==> config.mk <==
export PLATFORM = sky130hd
export DESIGN_NAME = keypad_matrix_scanner
export DESIGN_NICKNAME = d
export VERILOG_FILES = /design/src/rtl/keypad_matrix_scanner_pkg.sv /design/src/rtl/keypad_matrix_scanner_debouncer.sv /design/src/rtl/keypad_matrix_scanner.sv
export SDC_FILE = /design/constraint.sdc
export NUM_CORES = 1
export LEC_CHECK = 0
export BUFFER_PORTS_ARGS = -buffer_cell sky130_fd_sc_hd__buf_4
export CAP_MARGIN = 15
export CORE_ASPECT_RATIO = 1.5
export CORE_MARGIN = 8
export CORE_UTILIZATION = 46
export CTS_BUF_LIST = sky130_fd_sc_hd__clkbuf_16
export DETAILED_ROUTE_END_ITERATION = 7
export GPL_TIMING_DRIVEN = 1
export PLACE_DENSITY = 0.66
export SYNTH_ARGS = -nofsm -noshare
export SYNTH_HDL_FRONTEND = slang
export SYNTH_SLANG_ARGS = --single-unit
==> constraint.sdc <==
create_clock -name scanClock -period 3.95 [get_ports scanClock]
set_input_delay 0.395 -clock scanClock [delete_from_list [all_inputs] [get_ports scanClock]]
set_output_delay 0.395 -clock scanClock [all_outputs]
set_load 0.02 [all_outputs]
==> src/rtl/keypad_matrix_scanner_pkg.sv <==
// Shared types for the keypad matrix scanner: frame classification, FSM state
// and the key-code width helper.
package keypad_matrix_scanner_pkg;

    typedef enum logic [1:0] {
        ClsNone,
        ClsSingle,
        ClsMulti
    } frame_cls_e;

    typedef enum logic {
        StIdle,
        StPressed
    } key_state_e;

    function automatic int unsigned code_width(input int unsigned n);
        return (n > 1) ? $clog2(n) : 1;
    endfunction

endpackage

==> src/rtl/keypad_matrix_scanner_debouncer.sv <==
// Frame-level debouncer: counts identical consecutive frame classifications and
// flags the frame end at which a run first reaches DEBOUNCE.
module keypad_debouncer
    import keypad_matrix_scanner_pkg::*;
#(
    parameter int unsigned DEBOUNCE = 3,
    parameter int unsigned CODE_W   = 4
) (
    input  logic              scanClock,
    input  logic              resetN,
    input  logic              frame_end_i,
    input  frame_cls_e        cls_i,
    input  logic [CODE_W-1:0] code_i,
    output logic              stable_o
);

    localparam int unsigned CNT_W = $clog2(DEBOUNCE + 1);
    localparam logic [CNT_W-1:0] CNT_MAX = CNT_W'(DEBOUNCE);
    localparam logic [CNT_W-1:0] CNT_ONE = CNT_W'(1);

    logic [CNT_W-1:0]  cnt_q, cnt_d;
    frame_cls_e        prev_cls_q, prev_cls_d;
    logic [CODE_W-1:0] prev_code_q, prev_code_d;
    logic              same;

    always_comb begin
        cnt_d       = cnt_q;
        prev_cls_d  = prev_cls_q;
        prev_code_d = prev_code_q;
        stable_o    = 1'b0;
        // The code only distinguishes runs of SINGLE frames.
        same = (cls_i == prev_cls_q) && ((cls_i != ClsSingle) || (code_i == prev_code_q));
        if (frame_end_i) begin
            if (!same) begin
                cnt_d = CNT_ONE;
            end else if (cnt_q != CNT_MAX) begin
                cnt_d = cnt_q + CNT_ONE;
            end
            prev_cls_d  = cls_i;
            prev_code_d = code_i;
            // Fire only on reaching the limit, not while sitting saturated.
            stable_o = (cnt_d == CNT_MAX) && !(same && (cnt_q == CNT_MAX));
        end
    end

    always_ff @(posedge scanClock or negedge resetN) begin
        if (!resetN) begin
            cnt_q       <= '0;
            prev_cls_q  <= ClsNone;
            prev_code_q <= '0;
        end else begin
            cnt_q       <= cnt_d;
            prev_cls_q  <= prev_cls_d;
            prev_code_q <= prev_code_d;
        end
    end

endmodule

==> src/rtl/keypad_matrix_scanner.sv <==
// Row-scanning keypad matrix controller: rotates a one-hot row drive, classifies
// each full frame, debounces it and reports press/release/multi-key events.
module keypad_matrix_scanner
    import keypad_matrix_scanner_pkg::*;
#(
    parameter int unsigned ROWS     = 4,
    parameter int unsigned COLS     = 3,
    parameter int unsigned DEBOUNCE = 3,
    localparam int unsigned CODE_W  = code_width(ROWS * COLS)
) (
    input  logic              scanClock,
    input  logic              resetN,
    output logic [ROWS-1:0]   rowDrivers,
    input  logic [COLS-1:0]   columnReceivers,
    output logic [CODE_W-1:0] keyCode,
    output logic              keyValid,
    output logic              keyRelease,
    output logic              keyHeld,
    output logic              multiKey
);

    localparam logic [ROWS-1:0] ROW_FIRST = ROWS'(1);

    logic [ROWS-1:0]   row_q, row_d;
    logic [1:0]        acc_cnt_q, acc_cnt_d;
    logic [CODE_W-1:0] acc_code_q, acc_code_d;
    logic              row_onehot, frame_end, stable;
    logic [1:0]        row_cnt, tot;
    logic [2:0]        sum;
    int                row_idx, col_idx;
    logic [CODE_W-1:0] sample_code, frame_code;
    frame_cls_e        cls;

    key_state_e        state_q, state_d;
    logic [CODE_W-1:0] code_q, code_d;
    logic              valid_q, valid_d, release_q, release_d, multi_q, multi_d;

    // Scan and frame classification; accumulator saturates at "two or more".
    always_comb begin
        row_onehot = (row_q != '0) && ((row_q & (row_q - ROW_FIRST)) == '0);
        row_d      = row_onehot ? {row_q[ROWS-2:0], row_q[ROWS-1]} : ROW_FIRST;
        frame_end  = row_onehot && row_q[ROWS-1];
        row_idx    = 0;
        for (int r = 0; r < int'(ROWS); r++) begin
            if (row_q[r]) row_idx = r;
        end
        row_cnt = 2'd0;
        col_idx = 0;
        for (int c = 0; c < int'(COLS); c++) begin
            if (columnReceivers[c]) begin
                if (row_cnt == 2'd0) col_idx = c;
                row_cnt = (row_cnt == 2'd0) ? 2'd1 : 2'd2;
            end
        end
        sum         = {1'b0, acc_cnt_q} + {1'b0, row_cnt};
        tot         = (sum >= 3'd2) ? 2'd2 : sum[1:0];
        sample_code = CODE_W'(row_idx * int'(COLS) + col_idx);
        frame_code  = (acc_cnt_q == 2'd0) ? sample_code : acc_code_q;
        cls         = (tot == 2'd0) ? ClsNone : ((tot == 2'd1) ? ClsSingle : ClsMulti);
        if (frame_end || !row_onehot) begin
            acc_cnt_d  = 2'd0;
            acc_code_d = '0;
        end else begin
            acc_cnt_d  = tot;
            acc_code_d = frame_code;
        end
    end

    keypad_debouncer #(
        .DEBOUNCE (DEBOUNCE),
        .CODE_W   (CODE_W)
    ) u_debouncer (
        .scanClock   (scanClock),
        .resetN      (resetN),
        .frame_end_i (frame_end),
        .cls_i       (cls),
        .code_i      (frame_code),
        .stable_o    (stable)
    );

    always_comb begin
        state_d   = state_q;
        code_d    = code_q;
        valid_d   = 1'b0;
        release_d = 1'b0;
        multi_d   = multi_q;
        if (frame_end && (cls != ClsMulti)) multi_d = 1'b0;
        if (stable) begin
            case (cls)
                ClsSingle: begin
                    // A different key while pressed is ignored until release.
                    if (state_q == StIdle) begin
                        code_d  = frame_code;
                        valid_d = 1'b1;
                        state_d = StPressed;
                    end
                end
                ClsNone: begin
                    if (state_q == StPressed) begin
                        release_d = 1'b1;
                        state_d   = StIdle;
                    end
                end
                ClsMulti: multi_d = 1'b1;
                default: ;
            endcase
        end
    end

    always_ff @(posedge scanClock or negedge resetN) begin
        if (!resetN) begin
            row_q      <= ROW_FIRST;
            acc_cnt_q  <= 2'd0;
            acc_code_q <= '0;
            state_q    <= StIdle;
            code_q     <= '0;
            valid_q    <= 1'b0;
            release_q  <= 1'b0;
            multi_q    <= 1'b0;
        end else begin
            row_q      <= row_d;
            acc_cnt_q  <= acc_cnt_d;
            acc_code_q <= acc_code_d;
            state_q    <= state_d;
            code_q     <= code_d;
            valid_q    <= valid_d;
            release_q  <= release_d;
            multi_q    <= multi_d;
        end
    end

    assign rowDrivers = row_q;
    assign keyCode    = code_q;
    assign keyValid   = valid_q;
    assign keyRelease = release_q;
    assign keyHeld    = (state_q == StPressed);
    assign multiKey   = multi_q;

endmodule

==> metrics <==
Syn-to-layout area delta=17.2%; Num CTS Buffers=3; NumNets Final=165; placer's final routability congestion estimate=0.772; CTS tree=built; setup clock skew after layout=1.97 ps; wire length reported by the detailed router=2.73 mm; die extent in y=84.0 um; count of standard-cell rows=24; wire length per cell=14.4 um; number of antenna violations at the first check in global routing=0; CTS H-tree lvls=1; Congestion Overflow GR=0; detail-routed via count per cell=5.18; flop and latch count out of synthesis=26; status=complete, no violations; I/O pin count=17; clock network latency to the later pin of the worst-skew pair=260 ps; largest net degree at the start of global routing=27; transition at the pin with the smallest max-transition slack=739 ps; library cells used by synthesis=38; all-layer global routing usage=0.122; detailed router's first-iteration violation count=18; Worst-path clk slew=60 ps; Avg Inst Size Synth=10.8 um2; starting utilization of the core area=0.486; number of antenna diodes=0; number of antenna-violating nets in the routed design=0; number of instances resized during post-cts repair=0; final setup violation count=0; static leakage power=0.836 nW; Initial DRT Pass Iterations=4; CTS root buf=sky130_fd_sc_hd__clkbuf_16; Req. time, crit path=4130 ps; Peak Freq=294 MHz; Worst slew margin=0.505; Worst Setup End Kind=flop; type of the worst setup path=flop to flop; RSZ-0062 raised after global routing=no; setup slack of the critical path after layout=551 ps; P per Cell Area=438 nW/um2; final worst-path cycle share=0.860; Final Util=0.570; core footprint=2910 um2; final-layout setup total negative slack=0 ps; number of pins exceeding their max-slew limit in the final report=0; fraction of final layout cells with drive strength greater than 1=0.207; # DRC=0; synth warn=0; sequential cell area fraction in the yosys report=0.460; minimum period implied by the final worst setup slack=3400 ps; max cap viols=0; post-CTS setup buffer count=0; Net Count, Synth=145; number of filler instances in the final layout=281; crit path launch type=flop; Post-Synthesis Cell Area=1420 um2; placement-stage worst setup slack=446 ps; Buffers on Ports=16; hold violation count in the final report=0; top fanout value on the critical path=6; number of buffers added to fix hold violations after cts=0; die area=5150 um2; Design Area, Final=1660 um2; cell count after synthesis=131; first-pass GRT wire length=4.83 mm; maximum root-to-sink buffer count=2; Tightest Hold Check Type=input port to asynchronous set/reset pin; area taken by multi-input logic gates=686 um2; critical path arrival=3580 ps; Reg area=652 um2; placement-stage cell area=1580 um2; post-placement cell count=185; via count=979; sinks on the clock net=26; final std cells w/o fill=189; die outline width=61.3 um; number of global-route vias before repair=1092; detailed placer's ending HPWL=2.13 mm; Worst VDD drop=340 uV
==> flip-flops by register name (all words and copies together) (netlist names), 2 cells and up <==
| signal | flops |
|---|---|
| acc_cnt_q | 2 |
| acc_code_q | 4 |
| keyCode | 4 |
| rowDrivers | 4 |
| u_debouncer.cnt_q | 2 |
| u_debouncer.prev_cls_q | 2 |
| u_debouncer.prev_code_q | 4 |
==> path summary, 6_finish.rpt <==
path | slack [ps] | from | depth (start not counted) | to
max reg2reg | 550 | rowDrivers[2]$_DFF_PN0_ | 12 | keyCode[1]$_DFFE_PN0P_
min reg2reg | 520 | u_debouncer.prev_cls_q[0]$_DFFE_PN0P_ | 2 | u_debouncer.prev_cls_q[0]$_DFFE_PN0P_
min | 30 | resetN | 1 | acc_cnt_q[1]$_DFF_PN0_
min in group scanClock | 520 | u_debouncer.prev_cls_q[0]$_DFFE_PN0P_ | 2 | u_debouncer.prev_cls_q[0]$_DFFE_PN0P_
max | 550 | rowDrivers[2]$_DFF_PN0_ | 12 | keyCode[1]$_DFFE_PN0P_
max in group asynchronous | 3630 | resetN | 1 | rowDrivers[0]$_DFF_PN1_
==> layout by cell type, fill, tap and decap left out, types with 3 or more instances in the layout <==
cell                        Yosys  routed
sky130_fd_sc_hd__buf_4          0      16
sky130_fd_sc_hd__clkbuf_16      0       3
sky130_fd_sc_hd__dfrtp_1       25      25
sky130_fd_sc_hd__fa_1           3       3
sky130_fd_sc_hd__ha_1           6       6
sky130_fd_sc_hd__inv_1         20      21
sky130_fd_sc_hd__mux2i_1        9       9
sky130_fd_sc_hd__nand2_1       10      10
sky130_fd_sc_hd__nor2_1         8       8
sky130_fd_sc_hd__o21ai_0        8       8
sky130_fd_sc_hd__xor2_1         4       4
==> power by group <==
part           leakage [nW]  switching (mW)  internal (mW)
clock network        0.0423          0.0885          0.135
logic                 0.471          0.0836         0.0765
registers             0.323          0.0372          0.306
==> per-stage QoR <==
stage	hold WS, ps	power (mW)
floorplan	99.4	0.460
global placement	318	0.502
detailed placement	325	0.510
CTS	47.8	0.735
global route	63.5	0.766
finish	34.1	0.727
==> cell usage after synthesis <==
library cell / n / area [um2]
sky130_fd_sc_hd__a2111oi_2: 1 / 15.0
sky130_fd_sc_hd__a21o_1: 1 / 7.51
sky130_fd_sc_hd__a21oi_1: 2 / 10.0
sky130_fd_sc_hd__a221oi_1: 1 / 8.76
sky130_fd_sc_hd__a22oi_1: 1 / 7.51
sky130_fd_sc_hd__and2_4: 1 / 8.76
sky130_fd_sc_hd__and3_1: 1 / 6.26
sky130_fd_sc_hd__clkbuf_1: 1 / 3.75
sky130_fd_sc_hd__dfrtp_1: 25 / 626
sky130_fd_sc_hd__dfstp_2: 1 / 26.3
sky130_fd_sc_hd__fa_1: 3 / 60.1
sky130_fd_sc_hd__ha_1: 6 / 75.1
sky130_fd_sc_hd__inv_1: 20 / 75.1
sky130_fd_sc_hd__mux2i_1: 9 / 90.1
sky130_fd_sc_hd__nand2_1: 10 / 37.5
sky130_fd_sc_hd__nand2_2: 2 / 12.5
sky130_fd_sc_hd__nand2b_1: 2 / 12.5
sky130_fd_sc_hd__nand3b_1: 1 / 7.51
sky130_fd_sc_hd__nand4b_1: 1 / 8.76
sky130_fd_sc_hd__nor2_1: 8 / 30.0
sky130_fd_sc_hd__nor2_4: 1 / 11.3
sky130_fd_sc_hd__nor2b_1: 1 / 6.26
sky130_fd_sc_hd__nor3_1: 1 / 5.00
sky130_fd_sc_hd__nor3_2: 1 / 10.0
sky130_fd_sc_hd__nor3b_1: 2 / 15.0
sky130_fd_sc_hd__nor4_1: 2 / 12.5
sky130_fd_sc_hd__nor4_4: 2 / 42.5
sky130_fd_sc_hd__o211ai_1: 1 / 7.51
sky130_fd_sc_hd__o21ai_0: 8 / 40.0
sky130_fd_sc_hd__o21ba_2: 1 / 10.0
sky130_fd_sc_hd__o22ai_1: 2 / 12.5
sky130_fd_sc_hd__o2bb2ai_2: 1 / 15.0
sky130_fd_sc_hd__o32a_1: 2 / 20.0
sky130_fd_sc_hd__or3_1: 1 / 6.26
sky130_fd_sc_hd__or4_1: 1 / 7.51
sky130_fd_sc_hd__or4b_4: 1 / 13.8
sky130_fd_sc_hd__xnor2_1: 2 / 17.5
sky130_fd_sc_hd__xor2_1: 4 / 35.0
==> logic make-up after synthesis <==
logic type / Yosys count / synth area share
simple gates: 39 / 0.179
flops: 26 / 0.460
compound gates: 21 / 0.109
buf+inv: 21 / 0.0556
mux: 9 / 0.0636
fa+ha+maj: 9 / 0.0954
xor+xnor: 6 / 0.0371
==> routing by layer <==
layer,up-vias,GRT usage,share of wire,wire length (um)
met2,16,0.212,0.54,1470
li1,482,-,-,-
met5,-,0,0,0
met3,5,0.0216,0.042,115
met4,0,0.0448,0.015,42
met1,476,0.137,0.40,1100
==> worst max-delay path, cell delays in order, from the launching register on <==
cell	delay, ps
sky130_fd_sc_hd__dfrtp_1	460
sky130_fd_sc_hd__inv_1	100
sky130_fd_sc_hd__nand2_1	160
sky130_fd_sc_hd__inv_1	70
sky130_fd_sc_hd__fa_1	470
sky130_fd_sc_hd__inv_1	40
sky130_fd_sc_hd__ha_1	200
sky130_fd_sc_hd__fa_1	520
sky130_fd_sc_hd__nor2b_1	70
sky130_fd_sc_hd__a2111oi_2	340
sky130_fd_sc_hd__o22ai_1	220
sky130_fd_sc_hd__nor4_4	420
sky130_fd_sc_hd__mux2i_1	240
==> cell type report <==
class                   count  area share
inverters                  20      0.0452
flip-flops and latches     26       0.393
multi-input cells          84       0.413
well taps                  39      0.0294
clock buffers               3      0.0452
clock inverters             1     0.00226
repair buffers             16      0.0723
No activity file was read; power rests on OpenSTA's default activity.
